`config.mk`:
```
export PLATFORM = sky130hd
export DESIGN_NAME = lfsr_prng
export DESIGN_NICKNAME = d
export VERILOG_FILES = /design/src/rtl/lfsr_pkg.sv /design/src/rtl/lfsr_step.sv /design/src/rtl/lfsr_prng.sv
export SDC_FILE = /design/constraint.sdc
export NUM_CORES = 1
export LEC_CHECK = 0
export CORE_MARGIN = 5
export CORE_UTILIZATION = 54
export DETAILED_ROUTE_END_ITERATION = 7
export PLACE_DENSITY = 0.83
export SYNTH_ARGS = -nofsm -noshare
export SYNTH_HDL_FRONTEND = slang
export SYNTH_SLANG_ARGS = --single-unit
```
`constraint.sdc`:
```
create_clock -name clk_i -period 3.25 [get_ports clk_i]
set_input_delay 0.325 -clock clk_i [delete_from_list [all_inputs] [get_ports clk_i]]
set_output_delay 0.325 -clock clk_i [all_outputs]
set_load 0.02 [all_outputs]
```
`src/rtl/lfsr_pkg.sv`:
```
// lfsr_pkg: shared FSM type and default taps/seed for the LFSR generator
package lfsr_pkg;
  typedef enum logic {WARM, RUN} lfsr_fsm_e;
  localparam logic [31:0] LFSR_DEF_TAPS = 32'h088C8892;
  localparam logic [31:0] LFSR_DEF_SEED = 32'd12242877;
endpackage

```
`src/rtl/lfsr_step.sv`:
```
// lfsr_step: STEPS-fold unrolled Fibonacci LFSR next-state function
module lfsr_step import lfsr_pkg::*; #(
  parameter int WIDTH = 32,
  parameter logic [WIDTH-1:0] TAPS = WIDTH'(LFSR_DEF_TAPS),
  parameter int STEPS = 1
) (
  input  logic [WIDTH-1:0] state_i,
  output logic [WIDTH-1:0] state_o
);
  logic [WIDTH-1:0] s;
  always_comb begin
    s = state_i;
    for (int k = 0; k < STEPS; k++) s = {s[WIDTH-2:0], ^(s & TAPS)};
    state_o = s;
  end
endmodule

```
`src/rtl/lfsr_prng.sv`:
```
// lfsr_prng: Fibonacci LFSR generator with reseed, warm-up and valid/ready output.
// Define LFSR_LOCKUP_RECOVER_EN to reload SEED (and pulse lockup_o) on an all-zero state.
module lfsr_prng import lfsr_pkg::*; #(
  parameter int WIDTH = 32,
  parameter logic [63:0] TAPS = 64'(LFSR_DEF_TAPS),
  parameter logic [63:0] SEED = 64'(LFSR_DEF_SEED),
  parameter int STEPS = 1,
  parameter int OUT_W = 32,
  parameter int WARMUP = 0
) (
  input  logic             clk_i,
  input  logic             reset_i,
  input  logic             en_i,
  input  logic             seed_load_i,
  input  logic [WIDTH-1:0] seed_i,
  output logic [OUT_W-1:0] rnd_o,
  output logic             rnd_valid_o,
  input  logic             rnd_ready_i,
  output logic             busy_o,
  output logic             lockup_o
);
  localparam logic [WIDTH-1:0] TAP_M = TAPS[WIDTH-1:0];
  localparam logic [WIDTH-1:0] SEED_W = SEED[WIDTH-1:0];
  localparam logic [7:0] WARM_N = 8'(WARMUP);
  localparam lfsr_fsm_e FSM_INIT = (WARMUP > 0) ? WARM : RUN;

  logic [WIDTH-1:0] state_q, state_d, adv;
  lfsr_fsm_e        fsm_q, fsm_d;
  logic [7:0]       cnt_q, cnt_d;
  logic [OUT_W-1:0] rnd_q, rnd_d;
  logic             vld_q, vld_d, lock_q, lock_d;

  lfsr_step #(.WIDTH(WIDTH), .TAPS(TAP_M), .STEPS(STEPS)) u_step (
    .state_i(state_q),
    .state_o(adv)
  );

  always_comb begin
    state_d = state_q;
    fsm_d   = fsm_q;
    cnt_d   = cnt_q;
    rnd_d   = rnd_q;
    vld_d   = vld_q;
    lock_d  = 1'b0;
    if (seed_load_i) begin
      state_d = seed_i;
      cnt_d   = WARM_N;
      vld_d   = 1'b0;
      fsm_d   = FSM_INIT;
    end else if (fsm_q == WARM) begin
      if (en_i) begin
        state_d = adv;
        cnt_d   = cnt_q - 8'd1;
        fsm_d   = (cnt_q == 8'd1) ? RUN : WARM;
      end
    end else if (!vld_q || rnd_ready_i) begin
      // output slot free or being drained this cycle
      state_d = en_i ? adv : state_q;
      rnd_d   = en_i ? adv[OUT_W-1:0] : rnd_q;
      vld_d   = en_i;
    end
`ifdef LFSR_LOCKUP_RECOVER_EN
    if (state_d == '0) begin
      state_d = SEED_W;
      cnt_d   = WARM_N;
      vld_d   = 1'b0;
      fsm_d   = FSM_INIT;
      lock_d  = 1'b1;
    end
`endif
  end

  always_ff @(posedge clk_i or posedge reset_i) begin
    if (reset_i) begin
      state_q <= SEED_W;
      fsm_q   <= FSM_INIT;
      cnt_q   <= WARM_N;
      rnd_q   <= '0;
      vld_q   <= 1'b0;
      lock_q  <= 1'b0;
    end else begin
      state_q <= state_d;
      fsm_q   <= fsm_d;
      cnt_q   <= cnt_d;
      rnd_q   <= rnd_d;
      vld_q   <= vld_d;
      lock_q  <= lock_d;
    end
  end

  assign rnd_o       = rnd_q;
  assign rnd_valid_o = vld_q;
  assign busy_o      = (fsm_q == WARM);
  assign lockup_o    = lock_q;
endmodule

```
-- After elaboration in Yosys (flattened, before gate mapping)
Cells that the tools add are included.
W data, S select, Z words.
- bits in registers: 74
- bits of input ports: 37
- logic and storage cells: 34
- add/sub/neg operators: 1
- equal/unequal tests: 3
- mux-type cells: 14
- bitwise gates (word level): 2
- reductions and logical operators: 9
- operators with widths (operator ; number):
    $mux W32 ; 4
    $reduce_xor A32 Y1 ; 1
    $mux W8 ; 3
    $eq A8 B1 Y1 const B ; 1
    $sub A8 B1 Y8 const B ; 1
    $mux W1 ; 7
    $reduce_bool A2 Y1 ; 3
    $reduce_and A2 Y1 ; 2
    $reduce_and A4 Y1 ; 1
    $ne A3 B2 Y1 const B ; 1
    $ne A2 B2 Y1 const B ; 1
    $not A1 Y1 ; 2
    $logic_not A1 Y1 ; 1
    $logic_or A1 B1 Y1 ; 1

-- Logic depth before layout (Yosys ltp)
- depth in word-level cells: 5
- gate-level depth with buffers: 6

-- Modules after synthesis
Synthesis repeated with hierarchy kept, for this count alone.
- cell total of the unflattened synthesis: 300
- area, all modules: 3528.4 µm²
- modules (own cells, without submodules) (module ; instances ; cells each ; area each (µm²)):
    lfsr_prng ; 1 ; 262 ; 3213.1
    lfsr_step ; 1 ; 38 ; 315.3

-- Worst setup path after synthesis
Ideal clock, no wire load.
- path type: register to register
- start point: register state_q[23]
- end point: register rnd_q[0], in the netlist rnd_o[0]
- setup time: 0.125 ns
- arrival time: 1.492 ns
- required time: 3.125 ns
- path slack: 1.633 ns
- stages on the path, launching flop included: 5
- clock period less this slack: 1.617 ns
- path through: dfstp_2 > xor2_1 > xnor3_1 > xnor2_1 > mux2_2
- cells in the longest elaborated chain, start to end: 1
- RTL lines (element ; line ; text):
    from (decl) ; lfsr_prng.sv:27 ; logic [WIDTH-1:0] state_q, state_d, adv;
    from (signal assigned) ; lfsr_prng.sv:82 ; state_q <= state_d;
    $reduce_xor A32 Y1 ; lfsr_step.sv:13 ; for (int k = 0; k < STEPS; k++) s = {s[WIDTH-2:0], ^(s & TAPS)};
    to (signal assigned) ; lfsr_prng.sv:85 ; rnd_q <= rnd_d;
    to (decl) ; lfsr_prng.sv:30 ; logic [OUT_W-1:0] rnd_q, rnd_d;
Every way passes these cells.
A chain may end at the register's enable or synchronous reset.

-- Worst setup path after layout
- start point: register fsm_q
- end point: register state_q[0]
- cells in the longest elaborated chain, start to end: 2
- elaborated cells on any way between the ends: 3
- those cells by class: eq/ne (1); mux (2)
- RTL lines (element ; line ; text):
    from (decl) ; lfsr_prng.sv:28 ; lfsr_fsm_e fsm_q, fsm_d;
    from (signal assigned) ; lfsr_prng.sv:83 ; fsm_q <= fsm_d;
    $mux W32 ; lfsr_prng.sv:50 ; end else if (fsm_q == WARM) begin
    $mux W32 ; lfsr_prng.sv:45 ; if (seed_load_i) begin
Several ways; a longest one is shown, not always the timed one.

==> metrics.yaml <==
sta:
  hold_violations: 0
  slew_viol_final: 0
  setup_viol_count_final: 0
  fin_ws_ps: 1340
  fin_skew_ps: 13.4
  clock.fmax_ghz: 0.523
  fin_crit_sh_pct: 58.8
  worstMarginPinSlew_ps: 631
  fin_setup_tns_ps: 0
  rsz0062_at_grt: "no"
  min_period_ps: 1910
  relSlewSlack_pct: 57.9
global_route:
  track_usage_pct: 18.0
  gr-total-overflow: 0
  grt_pass1_vias: 2189
  grt_max_degree: 74
  antenna_found_initial: 0
  grt_pass1_wl_um: 10800
yosys:
  syn_inst: 269
  synth_edf_count: 0
  yosysSeqAreaShare_pct: 56.4
  synth-seq-cells: 73
  netlist_area_sq_um: 3280
  ys_async_sr_fraction_pct: 100
  synth_cell_types: 37
  synth_warnings: 0
  syn-num-nets: 308
  syn_avg_cell_area_sq_um: 12.2
  synthFlopType: "dfrtp_1"
setup_path:
  worstPathCellList: "nand3b_1 -> a21oi_4 -> buf_12 -> nor4b_1 -> nor3_1"
  startpoint_type: "flop"
  worst-setup-path-type: "reg -> reg"
  critPathMaxStageDelay_ps: 590
  worstPathMaxFanout: 39
  path_delay_family: "flip-flops"
  cp-end-kind: "flop"
  cp.required_ps: 3500
  crit_buf_inv: 1
  critPathArrivalTime_ps: 2160
  crit_slowest_cell: "dfstp_2"
floorplan:
  num_rows: 28
  die_y_um: 87.9
  die_x_um: 87.9
  dieArea_sq_um: 7730
  coreArea_sq_um: 5920
  start_util_pct: 55.4
  ios: 72
place:
  pre_cts_ws_ps: 1060
  portBuffers: 69
  gp_congestion: 0.739
  hpwl_um: 4420
clocking:
  cts-root-buf: "clkbuf_8"
  cts_resized: 0
  cts.sinks: 73
  cts_buffers: 9
  cts-htree-levels: 3
  cts_setup_buffers: 0
  clockBufferDepth: 2
  cts_tree: "done"
  holdBufCountCts: 0
  clk_pin_slew_ps: 70
  clk_latency_ps: 330
routing:
  wl_per_cell_um: 15.7
  via_per_inst: 5.33
  detail_route.first_pass.iterations: 4
  dr.first_iter.drc_count: 101
  vias: 2230
  ant_nets: 0
  drc_errors: 0
  routed_wl_um: 6580
power:
  clockPowerShare_pct: 25.4
  p_per_area_nw_per_um2: 653
  peakVddDrop_mv: 0.391
  leakagePower_uw: 0.00183
  pwr-share-seq_pct: 45.0
  internal_power_uw: 1970
  p_total_uw: 2790
  switching_share_pct: 29.2
  switching_power_uw: 814
  power_frac_comb_pct: 29.6
finish:
  antenna_cells: 0
  syn_to_final_growth_pct: 30.1
  fin_nets: 377
  drive_above_1_share_pct: 21.6
outcome:
  status: "finished clean"
flow_run:
  drv_cap: 0
min_path:
  hold_class: "in -> async"
==> cells in the mapped netlist, types with 2 or more instances <==
library cell,n,area [sq um]
a21oi_1,2,10.0
buf_2,10,50.1
buf_4,2,15.0
clkbuf_1,3,11.3
dfrtp_1,55,1380
dfstp_2,18,473
ha_1,2,25.0
inv_1,7,26.3
mux2_1,2,22.5
mux2_2,30,338
mux2i_1,30,300
nand2_1,34,128
nor2_1,8,30.0
nor2b_1,4,25.0
o2111ai_1,2,17.5
o21ai_0,30,150
xnor2_1,7,61.3
xor2_1,4,35.0
==> worst min-delay path: cells and delay by family <==
family,cells,cell delay (ps)
buf+inv,3,790
==> power groups by stage <==
stage | combinational [uW] | sequential (uW) | clock [uW]
global route | 884 | 1280 | 772
detailed placement | 832 | 1270 | 0
finish | 825 | 1250 | 707
floorplan | 340 | 1390 | 0
CTS | 835 | 1260 | 721
global placement | 813 | 1260 | 0
==> sequential cells by signal, summed over array words and instances (netlist names) <==
signal	cells
rnd_o	32
state_q	31
cnt_q	8
fsm_q	1
rnd_valid_o	1
==> placed cells by master, fill, tap and decap left out, types with 7 or more instances in the layout <==
cell type        instances
mux2i_1                 30
nand2_1                 34
clkdlybuf4s50_1         68
o21ai_0                 30
xnor2_1                  7
clkbuf_8                11
dfrtp_1                 55
dfstp_2                 18
mux2_2                  30
nor2_1                   8
==> stage by stage <==
stage | std cells | util (%) | hold slack (ps) | cell area (sq um)
floorplan | 269 | - | 444 | 3280
global placement | 402 | 68.7 | 469 | 4070
detailed placement | 402 | 68.7 | 475 | 4070
CTS | 418 | 72.1 | 392 | 4270
global route | 418 | 72.1 | 423 | 4270
finish | 418 | 72.1 | 373 | 4270
==> worst paths after layout <==
kind                              from     endpoint  slack [ps]  cells past startpoint
max in group asynchronous      reset_i  state_q[14]        2510                      3
min reg2reg                state_q[14]  state_q[14]         490                      2
min                            reset_i     rnd_o[7]         370                      3
max                              fsm_q   state_q[0]        1340                      5
max reg2reg                      fsm_q   state_q[0]        1340                      5
min in group clk_i         state_q[14]  state_q[14]         490                      2
==> kinds of logic after synthesis <==
kind of cell / synth area share [%]
DFF: 56.4
muxes: 20.1
and+or+nand+nor: 7.97
AOI/OAI and AO/OA: 7.28
buffers and inverters: 3.24
xor gates and xnor gates: 4.12
adders and majority gates: 0.763
other: 0.114
==> layout make-up <==
| type | instances | area, sq um |
|---|---|---|
| flip-flops and latches | 73 | 1850 |
| repair buffers | 74 | 761 |
| inverters | 7 | 26.3 |
| clock inverters | 3 | 40.0 |
| well taps | 75 | 93.8 |
| fillers | 450 | 1650 |
| clock buffers | 13 | 159 |
| multi-input cells | 173 | 1340 |
==> metal layers <==
metal  share of wire (%)  track usage, %
met3                 5.1            4.70
met2                  47            27.2
met4                0.87            4.60
met5                   0               0
met1                  47            26.2
(Power assumes the default switching activity.)
